$ cat config.mk
export PLATFORM = sky130hd
export DESIGN_NAME = psram_bist
export DESIGN_NICKNAME = d
export VERILOG_FILES = /design/src/rtl/psram_pkg.sv /design/src/rtl/psram_bist_pattern.sv /design/src/rtl/psram_bist.sv
export SDC_FILE = /design/constraint.sdc
export NUM_CORES = 1
export LEC_CHECK = 0
export ABC_AREA = 1
export BUFFER_PORTS_ARGS = -buffer_cell sky130_fd_sc_hd__buf_2
export CORE_MARGIN = 3
export CORE_UTILIZATION = 40
export CTS_CLUSTER_DIAMETER = 60
export DETAILED_ROUTE_END_ITERATION = 12
export SYNTH_ARGS = -nofsm -noshare
export SYNTH_HDL_FRONTEND = slang
export SYNTH_SLANG_ARGS = --single-unit
$ cat constraint.sdc
create_clock -name sys_clk -period 1.77 [get_ports sys_clk]
set_clock_uncertainty 0.15 [all_clocks]
set_input_delay 0.2655 -clock sys_clk [delete_from_list [all_inputs] [get_ports sys_clk]]
set_output_delay 0.2655 -clock sys_clk [all_outputs]
set_load 0.01 [all_outputs]
$ cat src/rtl/psram_pkg.sv
// Shared definitions for the PSRAM built-in self-test: sequencer states,
// default bus widths and the pattern LFSR feedback taps.
package psram_pkg;

   localparam int PSRAM_ADDR_W = 23;
   localparam int PSRAM_DATA_W = 8;

   // Galois feedback mask for x^8+x^6+x^5+x^4+1 (right-shifting form)
   localparam logic [7:0] LFSR_TAPS = 8'hB8;

   typedef enum logic [2:0] {
      IDLE,
      WR,
      RD,
      RWAIT,
      FIN
   } bist_state_t;

   function automatic logic [7:0] lfsr_next(input logic [7:0] cur);
      return {1'b0, cur[7:1]} ^ (cur[0] ? LFSR_TAPS : 8'h00);
   endfunction

endpackage

$ cat src/rtl/psram_bist_pattern.sv
// Test pattern generator for the PSRAM BIST.
// Default build: pattern = idx[7:0] ^ SEED (combinational).
// PSRAM_BIST_LFSR_EN: pattern is an 8-bit Galois LFSR seeded with SEED on
// load and stepped on advance; load wins when both are asserted.
module psram_bist_pattern
   import psram_pkg::*;
#(
   parameter logic [7:0] SEED = 8'hA5
) (
   input  logic       sys_clk,
   input  logic       sys_reset,
   input  logic       load,
   input  logic       advance,
   input  logic [7:0] idx,
   output logic [7:0] pattern
);

`ifdef PSRAM_BIST_LFSR_EN
   logic [7:0] lfsr;
   logic       unused_idx;

   assign unused_idx = ^idx;

   // LFSR state: reload with the seed at each pass start, step per byte
   always_ff @(posedge sys_clk) begin
      if (sys_reset) begin
         lfsr <= SEED;
      end else if (load) begin
         lfsr <= SEED;
      end else if (advance) begin
         lfsr <= lfsr_next(lfsr);
      end
   end

   assign pattern = lfsr;
`else
   logic unused_ctl;

   assign unused_ctl = ^{sys_clk, sys_reset, load, advance};

   // Index-derived pattern needs no state
   always_comb begin
      pattern = idx ^ SEED;
   end
`endif

endmodule

$ cat src/rtl/psram_bist.sv
// PSRAM built-in self-test sequencer. Writes a pattern over a window of
// NUM_WORDS bytes starting at START_ADDR, reads it back one read at a time,
// and reports pass/fail, an error count and the first failing address.
// Optional macro PSRAM_BIST_LFSR_EN selects the LFSR pattern source.
//
// state | meaning
// IDLE  | waiting for start; results from the last run held
// WR    | issuing write commands, one per accepted cycle
// RD    | issuing one read command
// RWAIT | waiting for read data or timeout, then compare
// FIN   | one-cycle completion, results published
module psram_bist
   import psram_pkg::*;
#(
   parameter int                ADDR_W     = PSRAM_ADDR_W,
   parameter int                DATA_W     = PSRAM_DATA_W,
   parameter int                NUM_WORDS  = 256,
   parameter logic [ADDR_W-1:0] START_ADDR = '0,
   parameter logic [7:0]        SEED       = 8'hA5,
   parameter int                RD_TIMEOUT = 64
) (
   input  logic              sys_clk,
   input  logic              sys_reset,
   input  logic              start,
   output logic              cmd_valid,
   input  logic              cmd_ready,
   output logic              cmd_we,
   output logic [ADDR_W-1:0] cmd_addr,
   output logic [DATA_W-1:0] cmd_wdata,
   input  logic              rd_valid,
   input  logic [DATA_W-1:0] rd_data,
   output logic              busy,
   output logic              done,
   output logic              pass,
   output logic [15:0]       err_count,
   output logic [ADDR_W-1:0] first_err_addr
);

   localparam logic [ADDR_W-1:0] LAST_IDX = ADDR_W'(NUM_WORDS - 1);
   localparam int                TMR_W    = $clog2(RD_TIMEOUT + 1);
   localparam logic [TMR_W-1:0]  TMR_LOAD = TMR_W'(RD_TIMEOUT - 1);

   bist_state_t       state;
   bist_state_t       state_nxt;
   logic [ADDR_W-1:0] idx;
   logic [TMR_W-1:0]  tmr;
   logic [15:0]       err_q;
   logic [ADDR_W-1:0] first_q;
   logic              done_q;
   logic              pass_q;
   logic [7:0]        pattern;

   logic run_start;
   logic wr_acc;
   logic rd_acc;
   logic rd_hit;
   logic rd_tmo;
   logic rd_done;
   logic is_last;
   logic err_evt;

   assign run_start = (state == IDLE) && start;
   assign wr_acc    = (state == WR) && cmd_ready;
   assign rd_acc    = (state == RD) && cmd_ready;
   assign rd_hit    = (state == RWAIT) && rd_valid;
   // Data arriving on the expiry cycle wins over the timeout
   assign rd_tmo    = (state == RWAIT) && !rd_valid && (tmr == '0);
   assign rd_done   = rd_hit || rd_tmo;
   assign is_last   = (idx == LAST_IDX);
   assign err_evt   = rd_tmo || (rd_hit && (rd_data != DATA_W'(pattern)));

   psram_bist_pattern #(
      .SEED (SEED)
   ) u_pattern (
      .sys_clk   (sys_clk),
      .sys_reset (sys_reset),
      .load      (run_start || (wr_acc && is_last)),
      .advance   (wr_acc || rd_done),
      .idx       (idx[7:0]),
      .pattern   (pattern)
   );

   // State register
   always_ff @(posedge sys_clk) begin
      if (sys_reset) begin
         state <= IDLE;
      end else begin
         state <= state_nxt;
      end
   end

   // Next-state logic
   always_comb begin
      state_nxt = state;
      case (state)
         IDLE:    if (start) state_nxt = WR;
         WR:      if (cmd_ready && is_last) state_nxt = RD;
         RD:      if (cmd_ready) state_nxt = RWAIT;
         RWAIT:   if (rd_done) state_nxt = is_last ? FIN : RD;
         FIN:     state_nxt = IDLE;
         default: state_nxt = IDLE;
      endcase
   end

   // Outputs decoded from state; cmd_valid also drops while reset is high
   always_comb begin
      cmd_valid = 1'b0;
      cmd_we    = 1'b0;
      cmd_addr  = '0;
      cmd_wdata = '0;
      busy      = 1'b0;
      done      = done_q;
      pass      = pass_q;
      case (state)
         WR: begin
            cmd_valid = !sys_reset;
            cmd_we    = 1'b1;
            cmd_addr  = START_ADDR + idx;
            cmd_wdata = DATA_W'(pattern);
            busy      = 1'b1;
         end
         RD: begin
            cmd_valid = !sys_reset;
            cmd_addr  = START_ADDR + idx;
            busy      = 1'b1;
         end
         RWAIT: begin
            busy = 1'b1;
         end
         FIN: begin
            done = 1'b1;
            pass = (err_q == '0);
         end
         default: begin
         end
      endcase
   end

   assign err_count      = err_q;
   assign first_err_addr = first_q;

   // Byte index, read timeout down-counter and result registers
   always_ff @(posedge sys_clk) begin
      if (sys_reset) begin
         idx     <= '0;
         tmr     <= '0;
         err_q   <= '0;
         first_q <= '0;
         done_q  <= 1'b0;
         pass_q  <= 1'b0;
      end else begin
         if (run_start) begin
            idx     <= '0;
            err_q   <= '0;
            first_q <= '0;
            done_q  <= 1'b0;
            pass_q  <= 1'b0;
         end
         if (wr_acc) begin
            idx <= is_last ? '0 : idx + ADDR_W'(1);
         end
         if (rd_done) begin
            idx <= idx + ADDR_W'(1);
         end
         if (rd_acc) begin
            tmr <= TMR_LOAD;
         end else if ((state == RWAIT) && (tmr != '0)) begin
            tmr <= tmr - TMR_W'(1);
         end
         if (err_evt) begin
            if (err_q != 16'hFFFF) err_q <= err_q + 16'd1;
            if (err_q == '0) first_q <= START_ADDR + idx;
         end
         if (state == FIN) begin
            done_q <= 1'b1;
            pass_q <= (err_q == '0);
         end
      end
   end

endmodule

# == Word-level counts from Yosys, hierarchy flattened ==
# Cells that the tools add are included.
# W data, S select, Z words.
# op_classes
bitwise,1
add_sub_neg,3
muxes,28
n_reduce_logical,24
eq_ne,11
# op_table
cell,n
$mux W23,8
$mux W16,3
$add A23 B1 Y23 const B,1
$eq A23 B8 Y1 const B,1
$add A16 B1 Y16 const B,1
$logic_not A16 Y1,1
$ne A16 B16 Y1 const B,1
$mux W3,5
$mux W6,2
$pmux W3 S4,1
$logic_and A1 B1 Y1,9
$mux W1,8
$mux W8,1
$ne A8 B8 Y1,1
$logic_not A7 Y1,1
$reduce_bool A7 Y1,1
$sub A7 B1 Y7 const B,1
$eq A3 B2 Y1 const B,2
$ne A2 B2 Y1 const B,3
$not A4 Y4,1
$reduce_and A4 Y1,1
$reduce_bool A2 Y1,2
$reduce_or A2 Y1,2
$eq A3 B1 Y1 const B,1
other kinds (7),9
# word_totals
word_cells,75
inputBits,13
out_inout_bits,75
register_bits,74

# == Logic depth before layout (Yosys ltp) ==
# Gate-level depths: netlist of run 1.
# logic_depth
depth_word,6
ltp_mapped,13

# == Hierarchy ==
# From an unflattened synthesis of run 1, not the netlist that was laid out.
# unflattened
hier_cells,830
area_unflattened_um2,4819.6
# by_module_without_submodules
mod,n_inst,area_each_um2,cells_per_inst,seq_area_each_um2
psram_bist,1,4774.6,822,1481.4
psram_bist_pattern,1,45.0,8,0.0

# == Worst setup path before layout of run 1 ==
# No wires, ideal clock.
# synth_timing
kind,register to register
from,reg idx[0]
to,reg idx[14]
path_stages_with_launch,11
arrival_time_ns,1.504
t_required_ns,1.506
slack_ns,0.001
setup_ns,0.114
path_cell_list,dfxtp_1 ha_1 nand2_1 nor2_2 and2_1 nand3_2 nand2_1 nand3_1 nand2_2 buf_6 nor2_1
# synth_via
elab_chain_cells,4
# synth_rtl
item,line_no,text
"start, declared",psram_bist.sv:45,logic [ADDR_W-1:0] idx;
"start signal, assigned",psram_bist.sv:160,idx <= is_last ? '0 : idx + ADDR_W'(1);
"start signal, assigned",psram_bist.sv:163,idx <= idx + ADDR_W'(1);
$add A23 B1 Y23 or $eq A23 B8 Y1 (tied branches),"psram_bist.sv:160, psram_bist.sv:163, psram_bist.sv:69",
$mux W23,psram_bist.sv:160,
$mux W23,psram_bist.sv:159,if (wr_acc) begin
$mux W23 *,psram_bist.sv:162,if (rd_done) begin
# Every way passes the cells marked *; elsewhere a longest branch is shown, timed or not.
# A chain may end at the register's enable or synchronous reset.

# == Final worst setup path of run 1 ==
# layout_timing
from,reg state[1]
to,out cmd_wdata[5]
# layout_via
elab_chain_cells,2
# layout_rtl
item,line_no,text
"start, declared",psram_bist.sv:43,bist_state_t state;
"start signal, assigned",psram_bist.sv:88,state <= state_nxt;
$eq A3 B1 Y1,psram_bist.sv:114,case (state)
$mux W8,psram_bist.sv:114,
"end, declared",psram_bist.sv:29,"output logic [DATA_W-1:0] cmd_wdata,"
# No other way between the ends.

==> results.rst, run 1 <==
.. list-table::
   :header-rows: 1

   * - Metric
     - Value
   * - Dominant synthesized flop cell
     - sky130_fd_sc_hd__dfxtp_1
   * - Net Sw Power
     - 1.52 mW
   * - Maximum number of pins on one net before global-route repair
     - 47
   * - Violations in the final reports
     - negative setup slack
   * - EDFF count, synth
     - 0
   * - Initial drt markers
     - 414
   * - Global-route wire length before repair
     - 24500 µm
   * - Finished Core Util
     - 63.6%
   * - Later-pin clock latency in the skew report
     - 350 ps
   * - Hpwl dp
     - 11300 µm
   * - Worst setup slack for register-to-register paths
     - -110 ps
   * - Number of inserted filler cells in the final layout
     - 1056
   * - Fmax achieved
     - 522 MHz
   * - Instance count along the most critical hold path
     - 2
   * - Width of the chip
     - 116 µm
   * - Overall Global Routing Usage
     - 22.8%
   * - Total leakage power
     - 3.38 nW
   * - Count of endpoints failing hold in the final timing report
     - 0
   * - Slew of the pin with the lowest slew margin
     - 441 ps
   * - Met1 layer wirelength in the final routing
     - 7280 µm
   * - Maximum fanout along the worst path
     - 8
   * - Startpoint of the worst hold path
     - sys_reset
   * - Pins Over Slew Limit
     - 0
   * - Via count of the first global-routing pass
     - 5106
   * - H-tree lvl count
     - 3
   * - Crit Path Category
     - reg -> out
   * - Status
     - finished, violations left
   * - Launching element of the worst setup path
     - state[1]
   * - Clock Tree Buf Depth
     - 2
   * - Fraction of power consumed by sequential logic
     - 36.2%
   * - Cell Int Power
     - 3.22 mW
   * - Peak supply drop
     - 0.415 mV
   * - Reg2reg path depth
     - 10
   * - Relative contribution of combinational cells to total power
     - 26.8%
   * - Post-route ant nets
     - 0
   * - Worst Setup EP
     - cmd_wdata[5]
   * - Unrepaired setup endpoints after global routing
     - true
   * - Data arrival at the endpoint of the critical path
     - 1500 ps
   * - FF-to-FF End
     - first_err_addr[8]
   * - Relative slew slack
     - 70.6%
   * - Met2 routed WL
     - 8540 µm
   * - Top Metal Used
     - met4
   * - Post-layout minimum cycle time
     - 1920 ps
   * - Fraction of power spent switching nets
     - 32.0%
   * - Root buffer cell
     - sky130_fd_sc_hd__clkbuf_16
   * - Std-Cell Core Area
     - 11600 µm²
   * - Proportion of synthesized chip area in sequential cells
     - 30.5%
   * - Routed wire length
     - 17100 µm
   * - Count of endpoints failing setup in the final report
     - 85
   * - Worst path required time
     - 1350 ps
   * - Drt pass-1 iters
     - 5
   * - Final Cycle Share
     - 108%
   * - Average vias per placed instance
     - 5.15
   * - Async set-reset flop share out of synthesis
     - 0%
   * - Power per unit of standard cell area
     - 642 nW/µm²
   * - Die Outline Area
     - 13500 µm²
   * - Total congestion overflow after global routing
     - 0
   * - Number of synthesis warnings
     - 0
   * - Number of nets in the finished design
     - 985
   * - Count of input and output buffers
     - 87
   * - Number of clock buffers inserted by TritonCTS
     - 9
   * - DR DRC count
     - 0
   * - # hold bufs at CTS
     - 0
   * - Total of flip-flops plus latches after synthesis
     - 74
   * - Distinct cells, synth
     - 34
   * - R2R Path Start
     - err_count[0]
   * - Number of antenna violations at the first check in global routing
     - 0
   * - Layout cell share with drive strength beyond 1
     - 41.3%
   * - Post-synthesis instance total
     - 796
   * - Setup slack of the critical path after layout
     - -146 ps
   * - Sort of element at the end of the critical path
     - primary output
   * - Power Total
     - 4.74 mW
   * - Count of pins on the block boundary
     - 88
   * - Via count
     - 5746
   * - Starting density of the core
     - 41.8%
   * - Placer congestion estimate
     - 0.921
   * - Fraction of power consumed by the clock network
     - 37.0%
   * - Synth Net Count
     - 814
   * - Tightest Hold Check Type
     - in -> reg
   * - Post-Synthesis Cell Area
     - 4850 µm²
   * - Die extent in y
     - 116 µm
   * - Standard-cell rows
     - 39
   * - Average instance area after synthesis
     - 6.09 µm²
   * - Number of cells in the design after placement
     - 1074
   * - Clock transition at the register clock pins on the worst setup and hold paths after CTS
     - 70 ps
   * - CTS tree
     - yes
   * - Final Instance Count excl. Fillers
     - 1116
   * - Detailed route wirelength on metal3
     - 946 µm
   * - Clock Sink Count
     - 74
   * - Drt wl/cell
     - 15.3 µm
   * - Max-capacitance violation count
     - 0
   * - Layout Area Growth over Synthesis
     - 52.2%
   * - Crit path launch type
     - flip-flop
synthesized netlist by cell type, types with 6 or more instances:
library cell	n	area share, %
sky130_fd_sc_hd__dfxtp_1	74	31
sky130_fd_sc_hd__nor3_1	8	0.83
sky130_fd_sc_hd__inv_1	101	7.8
sky130_fd_sc_hd__nand3_2	6	1.2
sky130_fd_sc_hd__nand3_1	42	4.3
sky130_fd_sc_hd__a21oi_2	6	1.1
sky130_fd_sc_hd__nand2_1	257	20
sky130_fd_sc_hd__nand4_1	16	2.1
sky130_fd_sc_hd__o21ai_0	36	3.7
sky130_fd_sc_hd__inv_2	6	0.46
sky130_fd_sc_hd__buf_6	9	2.1
sky130_fd_sc_hd__xor2_1	14	2.5
sky130_fd_sc_hd__nand2_2	9	1.2
sky130_fd_sc_hd__nor2_1	107	8.3
sky130_fd_sc_hd__a21oi_1	49	5.1
sky130_fd_sc_hd__clkbuf_1	10	0.77
layout by cell type (no fill, tap or decap), types with 2 or more instances in the layout:
master and count:
sky130_fd_sc_hd__nand2_1 211, sky130_fd_sc_hd__inv_1 87, sky130_fd_sc_hd__nor2_1 87, sky130_fd_sc_hd__buf_2 86, sky130_fd_sc_hd__buf_4 65, sky130_fd_sc_hd__dfxtp_1 50, sky130_fd_sc_hd__a21oi_2 33, sky130_fd_sc_hd__nand2_4 31
sky130_fd_sc_hd__nand2_2 25, sky130_fd_sc_hd__nand3_1 25, sky130_fd_sc_hd__a21oi_1 22, sky130_fd_sc_hd__nor2_2 20, sky130_fd_sc_hd__dfxtp_2 20, sky130_fd_sc_hd__o21ai_0 19, sky130_fd_sc_hd__o21ai_1 17, sky130_fd_sc_hd__nand4_1 16
sky130_fd_sc_hd__nand3_2 16, sky130_fd_sc_hd__clkbuf_16 16, sky130_fd_sc_hd__inv_2 15, sky130_fd_sc_hd__buf_6 15, sky130_fd_sc_hd__xor2_1 13, sky130_fd_sc_hd__buf_12 10, sky130_fd_sc_hd__nor2_4 9, sky130_fd_sc_hd__nand3_4 7
sky130_fd_sc_hd__nor3_1 6, sky130_fd_sc_hd__nand2_8 4, sky130_fd_sc_hd__xnor2_1 4, sky130_fd_sc_hd__dfxtp_4 4, sky130_fd_sc_hd__nor3_4 3, sky130_fd_sc_hd__clkinvlp_4 3, sky130_fd_sc_hd__inv_4 3, sky130_fd_sc_hd__nand3b_1 3
sky130_fd_sc_hd__a31oi_1 3, sky130_fd_sc_hd__ha_1 3, sky130_fd_sc_hd__clkinv_2 3, sky130_fd_sc_hd__buf_8 3, sky130_fd_sc_hd__nor3_2 2, sky130_fd_sc_hd__ha_4 2
flip-flops by register name (all words and copies together) (netlist names):
name	cells
idx	23
tmr	7
first_err_addr	23
state	3
err_count	16
pass_q	1
done_q	1
worst min path at each step:
stage                         end
6_report        first_err_addr[5]
5_1_grt         first_err_addr[5]
4_1_cts        first_err_addr[10]
3_5_place_dp               done_q
3_3_place_gp               done_q
2_1_floorplan              done_q
cell type report:
cell class	count	area, µm²	area share [%]
timing repair buffer	187	1540	20.8
inverter	107	420	5.69
antenna	1	2.50	0.0339
clock buffer	11	243	3.29
multi-input combinational	588	3450	46.8
clock inverter	5	30.0	0.407
tap	143	179	2.42
sequential	74	1520	20.6
critical path, stage by stage (launching register included):
cell	delay [ps]
sky130_fd_sc_hd__dfxtp_4	360
sky130_fd_sc_hd__buf_6	110
sky130_fd_sc_hd__nor3_4	130
sky130_fd_sc_hd__buf_6	130
sky130_fd_sc_hd__clkinvlp_4	150
sky130_fd_sc_hd__nor2_1	130
sky130_fd_sc_hd__buf_2	130
cells by family (layout without fill, tap and decap cells):
logic type,after synthesis,count (layout),share of synthesized area [%]
AND/OR/NAND/NOR,469,470,42.1
buffers and inverters,135,310,12.4
AO/OA/AOI/OAI,95,95,10.3
flip-flops,74,74,30.5
XOR/XNOR,18,18,3.25
adder cells (fa/ha/maj),5,5,1.29
other,0,1,0
metrics by stage:
stage	setup WS (ps)	area, µm²	setup TNS [ps]	hold WS [ps]
CTS	-128	6400	-2580	175
global route	-218	7380	-10260	217
global placement	-58.7	5950	-235	294
detailed placement	-122	5950	-1240	307
floorplan	1.43	4850	0	276
finish	-146	7380	-4620	190
power by group through the flow:
stage	Combinational [mW]	Sequential [mW]	Clock (mW)
after floorplan	0.488	1.75	0
after global placement	0.820	1.75	0
after detailed placement	0.830	1.75	0
after CTS	0.926	1.72	1.75
after global routing	1.35	1.72	1.85
final	1.27	1.72	1.75
layer usage:
metal  vias to the layer above  track usage (%)
li1                       2829                -
met4                         0             9.20
met5                         -                0
met2                       169             38.1
met1                      2726             30.0
met3                        22             2.95
repair_timing:
item,4_1_cts,5_1_grt
endpoints found under the setup margin,82,105
pin swaps,8,56
buffers inserted,6,9
gates resized for setup,37,216
gates cloned,2,9
hold endpoints to repair,0,0
Power figures use the tool's default switching activity.
==> run 2, diff against run 1 <==
--- a/config.mk
+++ b/config.mk
@@ -11,6 +11,8 @@
 export CORE_UTILIZATION = 40
 export CTS_CLUSTER_DIAMETER = 60
 export DETAILED_ROUTE_END_ITERATION = 12
+export HOLD_SLACK_MARGIN = 0.05
+export SETUP_SLACK_MARGIN = 0.1
 export SYNTH_ARGS = -nofsm -noshare
 export SYNTH_HDL_FRONTEND = slang
 export SYNTH_SLANG_ARGS = --single-unit
==> run 2 against run 1 <==
Effect of this change:
- the run still ends with negative setup slack left
- clock-buffer cell count unchanged
- sequential cell count did not move
- fmax decreased by 2.8%
- largest cell class unchanged
- highest routed layer unchanged
==> results.rst, run 2 (same netlist as run 1, synthesis figures left out) <==
.. list-table::
   :header-rows: 1

   * - Metric
     - Value
   * - Count of endpoints failing setup in the final report
     - 88 (+3.5%)
   * - Count of endpoints failing hold in the final timing report
     - 0 (unchanged)
   * - Post-route ant nets
     - 0 (unchanged)
   * - Average vias per placed instance
     - 5.41 (+5.1%)
   * - Hpwl dp
     - 11100 µm (-1.3%)
   * - Number of nets in the finished design
     - 1027 (+4.3%)
   * - Later-pin clock latency in the skew report
     - 350 ps (about the same)
   * - Via count
     - 6262 (+9.0%)
   * - Count of pins on the block boundary
     - 88 (unchanged)
   * - Clock Sink Count
     - 74 (unchanged)
   * - Peak supply drop
     - 0.416 mV (+0.41%)
   * - Std-Cell Core Area
     - 11600 µm² (unchanged)
   * - Count of input and output buffers
     - 87 (unchanged)
   * - Buffering stage count on the worst path with inverters included
     - 4 (unchanged)
   * - Slew of the pin with the lowest slew margin
     - 473 ps (+32.2 ps)
   * - Drt pass-1 iters
     - 5 (unchanged)
   * - Post-layout minimum cycle time
     - 1970 ps (+55.9 ps)
   * - Root buffer cell
     - sky130_fd_sc_hd__clkbuf_16
   * - Data arrival at the endpoint of the critical path
     - 1560 ps (+60 ps)
   * - Relative slew slack
     - 68.5% (-2.1 points)
   * - Violations in the final reports
     - negative setup slack
   * - Number of clock buffers inserted by TritonCTS
     - 9 (unchanged)
   * - DR DRC count
     - 0 (unchanged)
   * - Layout Area Growth over Synthesis
     - 70.3%
   * - Starting density of the core
     - 41.8% (unchanged)
   * - Width of the chip
     - 116 µm (unchanged)
   * - Layout cell share with drive strength beyond 1
     - 53.2% (+12 points)
   * - Final Instance Count excl. Fillers
     - 1157 (+3.7%)
   * - Maximum fanout along the worst path
     - 8 (unchanged)
   * - Number of antenna violations at the first check in global routing
     - 0 (unchanged)
   * - Standard-cell rows
     - 39 (unchanged)
   * - H-tree lvl count
     - 3 (unchanged)
   * - Crit Path Category
     - reg -> out
   * - Setup slack of the critical path after layout
     - -202 ps (-55.9 ps)
   * - Pins Over Slew Limit
     - 0 (unchanged)
   * - Global-route wire length before repair
     - 28500 µm (+16%)
   * - Fmax achieved
     - 507 MHz (-2.8%)
   * - Sort of element at the end of the critical path
     - primary output
   * - Unrepaired setup endpoints after global routing
     - true
   * - Max-capacitance violation count
     - 0 (unchanged)
   * - Tightest Hold Check Type
     - in -> reg
   * - Series of cell instances along the critical path
     - buf_6 > nor3_4 > buf_6 > clkinvlp_4 > nor2_1 > buf_2
   * - Area after detailed placement
     - 5870 µm² (-1.3%)
   * - Placer congestion estimate
     - 0.883 (-4.1%)
   * - GR peak layer
     - met2
   * - Met2 GRT Util
     - 46.3% (+8.3 points)
   * - Drt wl/cell
     - 17.3 µm (+13%)
   * - # hold bufs at CTS
     - 0 (unchanged)
   * - Final Cycle Share
     - 111% (+3.2 points)
   * - Status
     - finished, violations left
   * - Cell seen most often among critical-path stages
     - sky130_fd_sc_hd__buf_6
   * - Maximum number of pins on one net before global-route repair
     - 22 (-53%)
   * - Die Outline Area
     - 13500 µm² (unchanged)
   * - Via count of the first global-routing pass
     - 5860 (+15%)
   * - Total leakage power
     - 3.79 nW (+12%)
   * - Power per unit of standard cell area
     - 624 nW/µm² (-2.8%)
   * - Worst path required time
     - 1350 ps (about the same)
   * - Crit path launch type
     - flip-flop
   * - Commonest cells after routing, fill and taps aside
     - sky130_fd_sc_hd__nand2_1, sky130_fd_sc_hd__buf_2, sky130_fd_sc_hd__buf_4
   * - Clock transition at the register clock pins on the worst setup and hold paths after CTS
     - 60 ps (about the same)
   * - Die extent in y
     - 116 µm (unchanged)
   * - Clock Tree Buf Depth
     - 2 (unchanged)
   * - Post-Place Setup Slack
     - -50.5 ps (+71.7 ps)
   * - Diodes inserted
     - 0 (-1)
   * - Most common cell after layout, fill and taps aside
     - sky130_fd_sc_hd__nand2_1
   * - CTS tree
     - yes
   * - GR met1 Demand/Resource
     - 32.1% (+2.0 points)
   * - Overall Global Routing Usage
     - 27.1% (+4.2 points)
   * - Final design instance area without fill
     - 8260 µm² (+12%)
   * - Category of cells accounting for the largest share of critical-path delay
     - buffers and inverters
   * - Critical Path Max Stage Delay
     - 370 ps (about the same)
   * - Summed negative setup slack over all endpoints
     - -8180 ps (-3560 ps)
   * - Cell with the largest stage delay on the worst path
     - sky130_fd_sc_hd__dfxtp_4
   * - Number of cells in the design after placement
     - 1064 (-0.93%)
   * - Total congestion overflow after global routing
     - 0 (unchanged)
   * - GR Util met3
     - 5.44% (+2.5 points)
   * - Routed wire length
     - 20000 µm (+17%)
   * - Initial drt markers
     - 529 (+28%)
## run 2: worst paths after layout
path	slack, ps	cells past startpoint	startpoint	end
worst min register to register	320	2	done_q	done_q
worst min-delay path	210	2	sys_reset	err_count[14]
worst max register to register	-140	12	tmr[0]	idx[15]
worst max-delay path	-200	6	state[2]	cmd_wdata[7]
## run 2: what timing repair did
action / CTS / global route
gates cloned: 12 / 4
endpoints found under the setup margin: 99 / 107
gates resized for setup: 228 / 179
pin swaps: 51 / 88
setup buffers: 44 / 20
## run 2: final cells by class
class / instances / area [µm²]
inverter: 107 / 430
tap: 143 / 179
fill: 860 / 3350
sequential: 74 / 1560
multi-input combinational: 588 / 3770
clock inverter: 5 / 53.8
clock buffer: 11 / 243
timing repair buffer: 229 / 2030
## run 2: report_power, final
part           internal, mW  switching (mW)
clock network          1.13           0.778
logic                 0.694           0.852
registers              1.68          0.0315
total                  3.50            1.66
## run 2: layer usage
| metal | wire length, µm | up-vias | part of all wire [%] |
|---|---|---|---|
| met5 | 0 | - | 0 |
| met4 | 714 | 0 | 3.6 |
| met3 | 1410 | 64 | 7.1 |
| met2 | 10100 | 282 | 50 |
| met1 | 7800 | 2996 | 39 |
| li1 | - | 2920 | - |
## run 2: through the flow
step	hold WS [ps]	util [%]	power, mW
CTS	172	64.3	4.78
finish	205	71.1	5.16
detailed placement	299	50.5	2.53
global placement	293	50.5	2.52
floorplan	276	-	2.25
global route	220	71.1	5.32
